--- src/rtl/cpu_step_ctrl.sv ---
// -----------------------------------------------------------------------------
// cpu_step_ctrl
// Single-step / free-run clock controller for an external CPU. Produces the
// phi0 clock one CPU cycle at a time, captures the data/address buses at the
// end of each cycle and, in single-step mode, hands the data byte to an LCD
// controller through a request/done handshake.
//
// Parameters
//   HALF_PERIOD     clk cycles per phi0 half-phase (1..255)
//   DEBOUNCE_CYCLES stable-high clk cycles to accept a press (1..65535)
//
// Build option
//   STEP_DEBOUNCE_EN  when defined, button presses are debounced; otherwise a
//                     press is the rising edge of the synchronized button.
//
// Ports
//   clk, rst          system clock, synchronous active-high reset
//   step_btn          raw step button (one CPU cycle per press)
//   run_btn           raw run button (toggles free-run mode)
//   ext_db, ext_ab    CPU data / address bus, sampled in CAPTURE
//   lcd_init_done     LCD controller ready
//   lcd_write_done    LCD write complete
//   phi0              CPU clock, idles high
//   lcd_write_start   LCD write request (held until lcd_write_done)
//   lcd_data          captured data byte
//   ab_latch          captured address
//   run_mode          free-run active
//   busy              high whenever the FSM is not IDLE
//   step_count        completed CPU cycles (wraps)
// -----------------------------------------------------------------------------
module cpu_step_ctrl #(
   parameter int HALF_PERIOD     = 4,
   parameter int DEBOUNCE_CYCLES = 16
) (
   input  logic        clk,
   input  logic        rst,
   input  logic        step_btn,
   input  logic        run_btn,
   input  logic [7:0]  ext_db,
   input  logic [15:0] ext_ab,
   input  logic        lcd_init_done,
   input  logic        lcd_write_done,
   output logic        phi0,
   output logic        lcd_write_start,
   output logic [7:0]  lcd_data,
   output logic [15:0] ab_latch,
   output logic        run_mode,
   output logic        busy,
   output logic [15:0] step_count
);

   localparam logic [2:0] S_IDLE     = 3'd0;
   localparam logic [2:0] S_PHI_LO   = 3'd1;
   localparam logic [2:0] S_PHI_HI   = 3'd2;
   localparam logic [2:0] S_CAPTURE  = 3'd3;
   localparam logic [2:0] S_LCD_REQ  = 3'd4;
   localparam logic [2:0] S_LCD_WAIT = 3'd5;

   localparam logic [7:0] HALF_LAST = 8'(HALF_PERIOD - 1);

   // Reject out-of-range parameters at elaboration.
   if (HALF_PERIOD < 1 || HALF_PERIOD > 255 ||
       DEBOUNCE_CYCLES < 1 || DEBOUNCE_CYCLES > 65535) begin : g_bad_param
      $error("cpu_step_ctrl: parameter out of range");
   end

   // ---------------- button conditioning (bit 0 = step, bit 1 = run) --------
   logic [1:0] btn_raw_s;
   logic [1:0] sync1_q, sync1_d;
   logic [1:0] sync2_q, sync2_d;
   logic [1:0] press_s;

   assign btn_raw_s = {run_btn, step_btn};

   // Two-flop synchronizer next state.
   always_comb begin
      sync1_d = btn_raw_s;
      sync2_d = sync1_q;
   end

   // Synchronizer flops.
   always_ff @(posedge clk) begin
      if (rst) begin
         sync1_q <= 2'b00;
         sync2_q <= 2'b00;
      end else begin
         sync1_q <= sync1_d;
         sync2_q <= sync2_d;
      end
   end

`ifdef STEP_DEBOUNCE_EN
   localparam logic [15:0] DB_LAST = 16'(DEBOUNCE_CYCLES - 1);

   logic [1:0][15:0] db_cnt_q, db_cnt_d;
   logic [1:0]       db_fired_q, db_fired_d;

   // Count consecutive high cycles; fire once per press, re-arm on release.
   always_comb begin
      db_cnt_d   = db_cnt_q;
      db_fired_d = db_fired_q;
      press_s    = 2'b00;
      for (int i = 0; i < 2; i++) begin
         if (!sync2_q[i]) begin
            db_cnt_d[i]   = 16'd0;
            db_fired_d[i] = 1'b0;
         end else if (db_fired_q[i]) begin
            db_cnt_d[i] = db_cnt_q[i];
         end else if (db_cnt_q[i] == DB_LAST) begin
            press_s[i]    = 1'b1;
            db_fired_d[i] = 1'b1;
         end else begin
            db_cnt_d[i] = db_cnt_q[i] + 16'd1;
         end
      end
   end

   // Debounce counter flops.
   always_ff @(posedge clk) begin
      if (rst) begin
         db_cnt_q   <= '0;
         db_fired_q <= 2'b00;
      end else begin
         db_cnt_q   <= db_cnt_d;
         db_fired_q <= db_fired_d;
      end
   end
`else
   logic [1:0] prev_q, prev_d;

   // Rising-edge detect on the synchronized buttons.
   always_comb begin
      prev_d  = sync2_q;
      press_s = sync2_q & ~prev_q;
   end

   // Edge-detector history flops.
   always_ff @(posedge clk) begin
      if (rst) begin
         prev_q <= 2'b00;
      end else begin
         prev_q <= prev_d;
      end
   end
`endif

   logic step_pulse_s, run_pulse_s;
   assign step_pulse_s = press_s[0];
   assign run_pulse_s  = press_s[1];

   // ---------------- cycle FSM ----------------------------------------------
   logic [2:0]  state_q, state_d;
   logic [7:0]  half_cnt_q, half_cnt_d;
   logic        free_cycle_q, free_cycle_d;   // current cycle was started by free-run
   logic        run_mode_q, run_mode_d;
   logic        phi0_q, phi0_d;
   logic        lcd_ws_q, lcd_ws_d;
   logic [7:0]  lcd_data_q, lcd_data_d;
   logic [15:0] ab_latch_q, ab_latch_d;
   logic        busy_q, busy_d;
   logic [15:0] step_count_q, step_count_d;

   // Next-state logic. The run toggle takes effect in any state; a run pulse
   // in the same cycle as a step pulse suppresses the step. CAPTURE routes on
   // the mode the cycle was started in, so stopping free-run mid-cycle never
   // produces an LCD write.
   always_comb begin
      state_d      = state_q;
      half_cnt_d   = half_cnt_q;
      free_cycle_d = free_cycle_q;
      run_mode_d   = run_mode_q ^ run_pulse_s;
      lcd_ws_d     = lcd_ws_q;
      lcd_data_d   = lcd_data_q;
      ab_latch_d   = ab_latch_q;
      step_count_d = step_count_q;
      case (state_q)
         S_IDLE: begin
            if (run_mode_d) begin
               state_d      = S_PHI_LO;
               half_cnt_d   = 8'd0;
               free_cycle_d = 1'b1;
            end else if (step_pulse_s && !run_pulse_s && !run_mode_q) begin
               state_d      = S_PHI_LO;
               half_cnt_d   = 8'd0;
               free_cycle_d = 1'b0;
            end else begin
               state_d = S_IDLE;
            end
         end
         S_PHI_LO: begin
            if (half_cnt_q == HALF_LAST) begin
               state_d    = S_PHI_HI;
               half_cnt_d = 8'd0;
            end else begin
               half_cnt_d = half_cnt_q + 8'd1;
            end
         end
         S_PHI_HI: begin
            if (half_cnt_q == HALF_LAST) begin
               state_d    = S_CAPTURE;
               half_cnt_d = 8'd0;
            end else begin
               half_cnt_d = half_cnt_q + 8'd1;
            end
         end
         S_CAPTURE: begin
            lcd_data_d   = ext_db;
            ab_latch_d   = ext_ab;
            step_count_d = step_count_q + 16'd1;
            if (free_cycle_q) begin
               state_d = S_IDLE;
            end else begin
               state_d = S_LCD_REQ;
            end
         end
         S_LCD_REQ: begin
            if (lcd_init_done) begin
               lcd_ws_d = 1'b1;
               state_d  = S_LCD_WAIT;
            end else begin
               lcd_ws_d = 1'b0;
            end
         end
         S_LCD_WAIT: begin
            if (lcd_write_done) begin
               lcd_ws_d = 1'b0;
               state_d  = S_IDLE;
            end else begin
               lcd_ws_d = 1'b1;
            end
         end
         default: begin
            state_d  = S_IDLE;
            lcd_ws_d = 1'b0;
         end
      endcase
      // Derived from the next state so the registered copies track state_q.
      phi0_d = (state_d != S_PHI_LO);
      busy_d = (state_d != S_IDLE);
   end

   // FSM and output registers.
   always_ff @(posedge clk) begin
      if (rst) begin
         state_q      <= S_IDLE;
         half_cnt_q   <= 8'd0;
         free_cycle_q <= 1'b0;
         run_mode_q   <= 1'b0;
         phi0_q       <= 1'b1;
         lcd_ws_q     <= 1'b0;
         lcd_data_q   <= 8'h00;
         ab_latch_q   <= 16'h0000;
         busy_q       <= 1'b0;
         step_count_q <= 16'h0000;
      end else begin
         state_q      <= state_d;
         half_cnt_q   <= half_cnt_d;
         free_cycle_q <= free_cycle_d;
         run_mode_q   <= run_mode_d;
         phi0_q       <= phi0_d;
         lcd_ws_q     <= lcd_ws_d;
         lcd_data_q   <= lcd_data_d;
         ab_latch_q   <= ab_latch_d;
         busy_q       <= busy_d;
         step_count_q <= step_count_d;
      end
   end

   assign phi0            = phi0_q;
   assign lcd_write_start = lcd_ws_q;
   assign lcd_data        = lcd_data_q;
   assign ab_latch        = ab_latch_q;
   assign run_mode        = run_mode_q;
   assign busy            = busy_q;
   assign step_count      = step_count_q;

endmodule

--- config.mk ---
export PLATFORM = sky130hd
export DESIGN_NAME = cpu_step_ctrl
export DESIGN_NICKNAME = d
export VERILOG_FILES = /design/src/rtl/cpu_step_ctrl.sv
export SDC_FILE = /design/constraint.sdc
export NUM_CORES = 1
export LEC_CHECK = 0
export CAP_MARGIN = 5
export CORE_MARGIN = 5
export CORE_UTILIZATION = 47
export CTS_BUF_LIST = sky130_fd_sc_hd__clkbuf_16
export DETAILED_ROUTE_END_ITERATION = 10
export HOLD_SLACK_MARGIN = 0.05
export PLACE_DENSITY = 0.8
export SYNTH_ARGS = -nofsm -noshare
export SYNTH_HDL_FRONTEND = slang
export SYNTH_SLANG_ARGS = --single-unit
--- constraint.sdc ---
create_clock -name clk -period 2.6 [get_ports clk]
set_input_delay 0.39 -clock clk [delete_from_list [all_inputs] [get_ports clk]]
set_output_delay 0.39 -clock clk [all_outputs]
set_load 0.02 [all_outputs]
==> impl_metrics.xml, run 1 <==
<?xml version="1.0" encoding="UTF-8"?>
<metrics>
  <group name="outcome">
    <metric name="run_status" unit="">finished clean</metric>
  </group>
  <group name="clock_tree">
    <metric name="clkSlewWorstSetupHoldPaths" unit="ns">0.05</metric>
    <metric name="cts_post_setup_buffers_inserted" unit="">0</metric>
    <metric name="clk_root_buffer_cell" unit="">sky130_fd_sc_hd__clkbuf_16</metric>
    <metric name="cts_inserted_buffers" unit="">9</metric>
    <metric name="cts.sinks" unit="">62</metric>
    <metric name="cts.repair.resized" unit="">0</metric>
    <metric name="cts-hold-fix-buffers" unit="">0</metric>
    <metric name="clk_latency" unit="ns">0.31</metric>
    <metric name="tritoncts" unit="">built</metric>
    <metric name="h-tree-depth" unit="">3</metric>
    <metric name="clk_path_buf_depth" unit="">2</metric>
  </group>
  <group name="power_and_ir_drop">
    <metric name="combPwrFrac" unit="">0.058</metric>
    <metric name="leakagePower" unit="nW">1.244</metric>
    <metric name="clock_group_share_of_total_power" unit="">0.519</metric>
    <metric name="cell_internal_power" unit="mW">1.867</metric>
    <metric name="pwr-share-seq" unit="">0.423</metric>
    <metric name="irDropWorstVdd" unit="µV">619.5</metric>
    <metric name="switching_share" unit="">0.1958</metric>
    <metric name="p_sw" unit="mW">0.4546</metric>
    <metric name="power.density" unit="nW/µm²">641.6</metric>
  </group>
  <group name="layout">
    <metric name="nets" unit="">394</metric>
    <metric name="drive_above_1_share" unit="">0.09290</metric>
    <metric name="layout.cells.non_filler" unit="">438</metric>
    <metric name="antennaDiodeCount" unit="">0</metric>
    <metric name="fin_util" unit="">0.6653</metric>
    <metric name="growth_of_design_area_from_synthesis_to_finish" unit="%">39.91</metric>
  </group>
  <group name="synth">
    <metric name="synthCells" unit="">292</metric>
    <metric name="syn_area_per_cell" unit="µm²">8.857</metric>
    <metric name="ys.warnings.count" unit="">0</metric>
    <metric name="post_synth_instance_area" unit="µm²">2586</metric>
    <metric name="synth-seq-cells" unit="">62</metric>
    <metric name="synth_top_cell_by_area" unit="">sky130_fd_sc_hd__dfxtp_1</metric>
    <metric name="synthTopCellsByCount" unit="">62 x sky130_fd_sc_hd__dfxtp_1, 61 x sky130_fd_sc_hd__nand2_1, 31 x sky130_fd_sc_hd__a21oi_1</metric>
    <metric name="synth-async-reset-ratio" unit="">0</metric>
    <metric name="synthDominantCellAreaShare" unit="">0.4799</metric>
    <metric name="netlist_top_cells_area" unit="">sky130_fd_sc_hd__dfxtp_1 48%, sky130_fd_sc_hd__nand2_1 8.9%, sky130_fd_sc_hd__a21oi_1 6.0%, sky130_fd_sc_hd__xnor2_1 3.4%, sky130_fd_sc_hd__nor2_1 2.8%</metric>
    <metric name="synth_edf_count" unit="">0</metric>
    <metric name="synth-main-ff-cell" unit="">sky130_fd_sc_hd__dfxtp_1</metric>
    <metric name="postSynthNetCount" unit="">324</metric>
    <metric name="yosysSeqAreaShare" unit="">0.4799</metric>
    <metric name="most_common_cell_in_the_netlist" unit="">sky130_fd_sc_hd__dfxtp_1</metric>
    <metric name="netlist-cell-type-count" unit="">51</metric>
  </group>
  <group name="die">
    <metric name="floorplan.die.height" unit="µm">84.18</metric>
    <metric name="initial_core_util" unit="">0.4755</metric>
    <metric name="dieArea" unit="µm²">7086</metric>
    <metric name="io_pins" unit="">74</metric>
    <metric name="dieWidth" unit="µm">84.18</metric>
    <metric name="fp-row-count" unit="">27</metric>
    <metric name="design.core.area" unit="µm²">5439</metric>
  </group>
  <group name="sta">
    <metric name="period_share" unit="">0.7932</metric>
    <metric name="max_slew_violation_total_from_the_final_report" unit="">0</metric>
    <metric name="final_critical_path_setup_slack" unit="ns">0.5378</metric>
    <metric name="setup-violations-final" unit="">0</metric>
    <metric name="fmaxAchievable" unit="GHz">0.4849</metric>
    <metric name="timing.final.crit_period" unit="ns">2.062</metric>
    <metric name="setup-tns-final" unit="ns">0</metric>
    <metric name="finalHoldViolCount" unit="">0</metric>
    <metric name="timing_worst_slew_pin_value" unit="ns">0.9672</metric>
    <metric name="fin_worst_skew" unit="ns">0.004714</metric>
    <metric name="setup_repair_after_global_routing_missed_its_margin" unit="">no</metric>
    <metric name="relSlewSlack" unit="">0.3513</metric>
  </group>
  <group name="place">
    <metric name="dp.final_hpwl" unit="µm">4251</metric>
    <metric name="detailedPlace.worstSlack" unit="ns">0.5728</metric>
    <metric name="placement.io_buffers" unit="">73</metric>
    <metric name="post-place-cells" unit="">423</metric>
    <metric name="gp_congestion" unit="">0.7976</metric>
  </group>
  <group name="detailed_routing">
    <metric name="detailedRoute.firstIterationViolations" unit="">179</metric>
    <metric name="routedWlPerCell" unit="µm">13.79</metric>
    <metric name="via_count" unit="">2251</metric>
    <metric name="drt_pass1_iterations" unit="">4</metric>
    <metric name="final_antenna_net_count" unit="">0</metric>
    <metric name="detail_route.vias_per_cell" unit="">5.139</metric>
    <metric name="route.detailed.drc" unit="">0</metric>
    <metric name="finalWirelength" unit="µm">6042</metric>
  </group>
  <group name="global_routing">
    <metric name="globalRouteTotalUtil" unit="">0.1756</metric>
    <metric name="initial_antenna_violation_count" unit="">0</metric>
    <metric name="grt_first_pass_wirelength" unit="µm">10220</metric>
    <metric name="globalRouteOverflowTotal" unit="">0</metric>
    <metric name="largest_net_degree_at_the_start_of_global_routing" unit="">57</metric>
    <metric name="first_global_vias" unit="">2164</metric>
  </group>
  <group name="setup_path">
    <metric name="crit_path_slowest_cell" unit="">sky130_fd_sc_hd__a211oi_1</metric>
    <metric name="crit_fanout" unit="">13</metric>
    <metric name="timing.critical_path.max_delay_family" unit="">compound AO/OA/AOI/OAI gates</metric>
    <metric name="crit_path_kind" unit="">register to register</metric>
    <metric name="cp_cell_sequence" unit="">xnor2_1 &gt; a211oi_1 &gt; nor3b_1 &gt; a311o_1</metric>
    <metric name="timing.critical_path.arrival" unit="ns">2.32</metric>
    <metric name="timing.critical_path.from_type" unit="">register</metric>
    <metric name="worstSetupEndpointType" unit="">register</metric>
    <metric name="worstPathRequired" unit="ns">2.85</metric>
    <metric name="path_buf_inv" unit="">0</metric>
    <metric name="critical-path-max-stage-delay" unit="ns">0.83</metric>
  </group>
  <group name="run">
    <metric name="maxCapViolCount" unit="">0</metric>
  </group>
  <group name="min_path">
    <metric name="min_path_type" unit="">input pin to register</metric>
  </group>
</metrics>
-- state kept, by name (all words and copies together), names as in the netlist --
signal	count
busy	1
state_q	3
phi0	1
sync1_q	2
ab_latch	16
free_cycle_q	1
step_count	16
prev_q	2
run_mode	1
half_cnt_q	8
prev_d	2
lcd_data	8
lcd_write_start	1
-- worst reg2reg max path, cell delays in order, from the launching register on --
cell	delay, ns
sky130_fd_sc_hd__dfxtp_1	0.56
sky130_fd_sc_hd__xnor2_1	0.19
sky130_fd_sc_hd__a211oi_1	0.83
sky130_fd_sc_hd__nor3b_1	0.29
sky130_fd_sc_hd__a311o_1	0.14
-- path summary, 6_finish.rpt --
| check | startpoint | endpoint | slack (ns) | cells past startpoint |
|---|---|---|---|---|
| worst max-delay path | state_q[0]$_SDFF_PP0_ | half_cnt_q[4]$_SDFFE_PP0P_ | 0.54 | 4 |
| worst min-delay path | rst | state_q[1]$_SDFF_PP0_ | 0.37 | 3 |
| worst max register to register | state_q[0]$_SDFF_PP0_ | half_cnt_q[4]$_SDFFE_PP0P_ | 0.54 | 4 |
| worst min register to register | sync1_q[1]$_SDFF_PP0_ | prev_d[1]$_SDFF_PP0_ | 0.43 | 1 |
-- through the flow --
| stage | cell area [µm²] | hold WS [ns] | total power, mW |
|---|---|---|---|
| final | 3618 | 0.3650 | 2.321 |
| after global routing | 3618 | 0.3712 | 2.402 |
| after CTS | 3618 | 0.3582 | 2.346 |
| after global placement | 3316 | 0.4183 | 1.133 |
| after floorplan | 2586 | 0.4138 | 1.074 |
| after detailed placement | 3316 | 0.4231 | 1.136 |
-- layer usage --
metal / vias up / routed length [µm] / global-route usage
met2: 49 / 3174 / 0.2956
met1: 1042 / 2550 / 0.2096
li1: 1154 / - / -
met5: - / 0 / 0
met3: 6 / 271 / 0.04416
met4: 0 / 46 / 0.08187
-- logic make-up (layout without fill, tap and decap cells) --
family | Yosys count | after routing | share of synthesized area
AND/OR/NAND/NOR | 130 | 130 | 0.2467
flip-flops | 62 | 62 | 0.4799
AO/OA/AOI/OAI | 57 | 57 | 0.1451
buffers and inverters | 21 | 95 | 0.04644
XOR/XNOR | 15 | 15 | 0.05080
multiplexers | 5 | 5 | 0.02129
adder cells (fa/ha/maj) | 2 | 2 | 0.009674
-- power groups by stage --
stage               clock network [mW]  registers [mW]  logic, mW
finish                            1.20           0.981      0.136
global placement                     0            1.00      0.133
detailed placement                   0            1.00      0.135
global route                      1.27           0.984      0.147
floorplan                            0            1.00     0.0732
CTS                               1.23           0.982      0.136
-- layout make-up --
type / instances / area (µm²)
Clock inverter: 6 / 77.57
Multi-Input combinational cell: 209 / 1225
Sequential cell: 62 / 1241
Clock buffer: 9 / 225.2
Tap cell: 72 / 90.09
Timing Repair Buffer: 75 / 740.7
Inverter: 5 / 18.77
Fill cell: 461 / 1821
-- layout by cell type, fill, tap and decap left out, types with 2 or more instances in the layout --
cell type,instances
sky130_fd_sc_hd__nand2_1,61
sky130_fd_sc_hd__dfxtp_1,62
sky130_fd_sc_hd__and4_1,2
sky130_fd_sc_hd__a31o_2,4
sky130_fd_sc_hd__clkinv_2,2
sky130_fd_sc_hd__nor4_1,3
sky130_fd_sc_hd__nand3_1,9
sky130_fd_sc_hd__bufinv_16,2
sky130_fd_sc_hd__a311o_1,2
sky130_fd_sc_hd__mux2_2,4
sky130_fd_sc_hd__nor4b_1,2
sky130_fd_sc_hd__or4_1,3
sky130_fd_sc_hd__nor2b_1,7
sky130_fd_sc_hd__ha_1,2
sky130_fd_sc_hd__and3_1,2
sky130_fd_sc_hd__a21oi_1,31
sky130_fd_sc_hd__nor3_1,4
sky130_fd_sc_hd__clkdlybuf4s50_1,72
sky130_fd_sc_hd__nor2_1,19
sky130_fd_sc_hd__clkinv_1,2
sky130_fd_sc_hd__nand4_1,5
sky130_fd_sc_hd__clkbuf_16,9
sky130_fd_sc_hd__or3_1,2
sky130_fd_sc_hd__buf_4,2
sky130_fd_sc_hd__inv_1,5
sky130_fd_sc_hd__a31oi_1,2
sky130_fd_sc_hd__xor2_1,5
sky130_fd_sc_hd__o21ai_0,2
sky130_fd_sc_hd__o31ai_1,2
sky130_fd_sc_hd__a22o_1,3
sky130_fd_sc_hd__xnor2_1,10
sky130_fd_sc_hd__a21boi_0,2
(Power assumes the default switching activity.)
==> run 2: changes to the inputs <==
--- a/config.mk
+++ b/config.mk
@@ -7,11 +7,11 @@
 export LEC_CHECK = 0
 export CAP_MARGIN = 5
 export CORE_MARGIN = 5
-export CORE_UTILIZATION = 47
+export CORE_UTILIZATION = 43
 export CTS_BUF_LIST = sky130_fd_sc_hd__clkbuf_16
 export DETAILED_ROUTE_END_ITERATION = 10
 export HOLD_SLACK_MARGIN = 0.05
-export PLACE_DENSITY = 0.8
+export PLACE_DENSITY = 0.77
 export SYNTH_ARGS = -nofsm -noshare
 export SYNTH_HDL_FRONTEND = slang
 export SYNTH_SLANG_ARGS = --single-unit
==> constraint.sdc (replaced) <==
create_clock -name clk -period 1.8 [get_ports clk]
set_input_delay 0.27 -clock clk [delete_from_list [all_inputs] [get_ports clk]]
set_output_delay 0.27 -clock clk [all_outputs]
set_load 0.02 [all_outputs]
==> impl_metrics.xml, run 2 (synthesized netlist as in run 1, its figures left out) <==
<?xml version="1.0" encoding="UTF-8"?>
<metrics>
  <group name="outcome">
    <metric name="run_status" unit="">finished clean</metric>
  </group>
  <group name="sta">
    <metric name="relSlewSlack" unit="">0.6222</metric>
    <metric name="finalHoldViolCount" unit="">0</metric>
    <metric name="fmaxAchievable" unit="GHz">0.5563</metric>
    <metric name="timing_worst_slew_pin_value" unit="ns">0.5667</metric>
    <metric name="setup-tns-final" unit="ns">0</metric>
    <metric name="fin_worst_skew" unit="ns">0.004725</metric>
    <metric name="setup-violations-final" unit="">0</metric>
    <metric name="max_slew_violation_total_from_the_final_report" unit="">0</metric>
    <metric name="setup_repair_after_global_routing_missed_its_margin" unit="">yes</metric>
    <metric name="timing.final.crit_period" unit="ns">1.797</metric>
    <metric name="period_share" unit="">0.9986</metric>
  </group>
  <group name="power_and_ir_drop">
    <metric name="cell_internal_power" unit="mW">3.014</metric>
    <metric name="leakagePower" unit="nW">1.367</metric>
    <metric name="pwr-share-seq" unit="">0.379</metric>
    <metric name="clock_group_share_of_total_power" unit="">0.559</metric>
    <metric name="total_power" unit="mW">3.719</metric>
    <metric name="power.density" unit="nW/µm²">962.3</metric>
    <metric name="irDropWorstVdd" unit="µV">715.9</metric>
    <metric name="p_sw" unit="mW">0.7054</metric>
    <metric name="switching_share" unit="">0.1897</metric>
    <metric name="combPwrFrac" unit="">0.063</metric>
  </group>
  <group name="global_routing">
    <metric name="globalRouteTotalUtil" unit="">0.1778</metric>
    <metric name="first_global_vias" unit="">2222</metric>
    <metric name="largest_net_degree_at_the_start_of_global_routing" unit="">56</metric>
    <metric name="initial_antenna_violation_count" unit="">0</metric>
    <metric name="globalRouteOverflowTotal" unit="">0</metric>
    <metric name="grt_first_pass_wirelength" unit="µm">10740</metric>
  </group>
  <group name="place">
    <metric name="gp_congestion" unit="">0.8539</metric>
    <metric name="placement.io_buffers" unit="">73</metric>
    <metric name="dp.final_hpwl" unit="µm">4467</metric>
  </group>
  <group name="setup_path">
    <metric name="crit_fanout" unit="">6</metric>
    <metric name="worstPathRequired" unit="ns">2.00</metric>
    <metric name="timing.critical_path.from_type" unit="">register</metric>
    <metric name="crit_path_kind" unit="">register to register</metric>
    <metric name="worstSetupEndpointType" unit="">register</metric>
    <metric name="timing.critical_path.arrival" unit="ns">2.00</metric>
  </group>
  <group name="detailed_routing">
    <metric name="detail_route.vias_per_cell" unit="">5.207</metric>
    <metric name="routedWlPerCell" unit="µm">14.27</metric>
    <metric name="via_count" unit="">2395</metric>
    <metric name="route.detailed.drc" unit="">0</metric>
    <metric name="drt_pass1_iterations" unit="">4</metric>
    <metric name="detailedRoute.firstIterationViolations" unit="">158</metric>
    <metric name="final_antenna_net_count" unit="">0</metric>
    <metric name="finalWirelength" unit="µm">6562</metric>
  </group>
  <group name="layout">
    <metric name="nets" unit="">412</metric>
    <metric name="growth_of_design_area_from_synthesis_to_finish" unit="%">49.44</metric>
    <metric name="most_common_cell_after_layout_fill_and_taps_aside" unit="">sky130_fd_sc_hd__clkdlybuf4s50_1</metric>
    <metric name="drive_above_1_share" unit="">0.1584</metric>
    <metric name="antennaDiodeCount" unit="">0</metric>
    <metric name="most-common-layout-cells" unit="">72 x sky130_fd_sc_hd__clkdlybuf4s50_1, 61 x sky130_fd_sc_hd__nand2_1, 61 x sky130_fd_sc_hd__dfxtp_1</metric>
  </group>
  <group name="clock_tree">
    <metric name="clkSlewWorstSetupHoldPaths" unit="ns">0.05</metric>
    <metric name="cts.repair.resized" unit="">1</metric>
    <metric name="h-tree-depth" unit="">3</metric>
    <metric name="clk_latency" unit="ns">0.32</metric>
    <metric name="clk_root_buffer_cell" unit="">sky130_fd_sc_hd__clkbuf_16</metric>
    <metric name="cts-hold-fix-buffers" unit="">0</metric>
    <metric name="cts.sinks" unit="">62</metric>
    <metric name="cts_inserted_buffers" unit="">9</metric>
    <metric name="tritoncts" unit="">built</metric>
    <metric name="cts_post_setup_buffers_inserted" unit="">0</metric>
    <metric name="clk_path_buf_depth" unit="">2</metric>
  </group>
  <group name="die">
    <metric name="initial_core_util" unit="">0.4394</metric>
    <metric name="dieArea" unit="µm²">7666</metric>
    <metric name="io_pins" unit="">74</metric>
    <metric name="floorplan.die.height" unit="µm">87.56</metric>
    <metric name="design.core.area" unit="µm²">5886</metric>
    <metric name="fp-row-count" unit="">28</metric>
    <metric name="dieWidth" unit="µm">87.56</metric>
  </group>
  <group name="run">
    <metric name="maxCapViolCount" unit="">0</metric>
  </group>
  <group name="min_path">
    <metric name="min_path_type" unit="">input pin to register</metric>
  </group>
</metrics>
run 2: power by group through the flow:
stage               Clock (mW)  Sequential [mW]  Combinational [mW]
floorplan                    0             1.45               0.108
global placement             0             1.44               0.224
detailed placement           0             1.44               0.227
CTS                       2.11             1.41               0.229
global route              2.18             1.41               0.251
finish                    2.08             1.41               0.233
run 2: final timing paths:
check	startpoint	end	slack, ns	cells past startpoint
setup reg to reg	state_q[0]$_SDFF_PP0_	phi0$_SDFF_PP1_	0.003	4
setup / recovery	state_q[0]$_SDFF_PP0_	phi0$_SDFF_PP1_	0.003	4
hold / removal	rst	state_q[1]$_SDFF_PP0_	0.30	3
hold reg to reg	sync1_q[0]$_SDFF_PP0_	prev_d[0]$_SDFF_PP0_	0.43	1
run 2: per-stage QoR:
stage / utilization / setup slack [ns] / hold slack (ns) / instance area, µm² / std cells
final: 0.6567 / 0.002524 / 0.2977 / 3865 / 460
after global routing: 0.6567 / -0.02838 / 0.3058 / 3865 / 460
after CTS: 0.6499 / 0.01823 / 0.2654 / 3825 / 460
after detailed placement: 0.5876 / 0.01058 / 0.4212 / 3458 / 444
after global placement: 0.5876 / 0.03967 / 0.4187 / 3458 / 444
after floorplan: - / -0.02372 / 0.3982 / 2590 / 292
run 2: worst max-delay path, stage by stage, from the launching register on:
cell and delay [ns]:
sky130_fd_sc_hd__dfxtp_2 0.31, sky130_fd_sc_hd__or3_4 0.39, sky130_fd_sc_hd__or4b_4 0.51, sky130_fd_sc_hd__o21a_4 0.16, sky130_fd_sc_hd__a311o_1 0.31
run 2: cell type report:
cell class              count  area [µm²]
flip-flops and latches     62        1242
clock inverters             7       136.4
well taps                  75       93.84
fillers                   484        2021
multi-input cells         209        1272
clock buffers               9       225.2
repair buffers             93       875.8
inverters                   5       18.77
run 2: metal layers:
layer  part of all wire  track usage
met5                  0            0
met1               0.42       0.2198
met2               0.50       0.2904
met4              0.029       0.1046
met3              0.052      0.03010
==> run 3: changes to the inputs <==
--- a/config.mk
+++ b/config.mk
@@ -5,7 +5,7 @@
 export SDC_FILE = /design/constraint.sdc
 export NUM_CORES = 1
 export LEC_CHECK = 0
-export CAP_MARGIN = 5
+export CAP_MARGIN = 20
 export CORE_MARGIN = 5
 export CORE_UTILIZATION = 43
 export CTS_BUF_LIST = sky130_fd_sc_hd__clkbuf_16
==> results of run 3 <==
The final DEF is identical to that of run 2; final timing and power are the same.
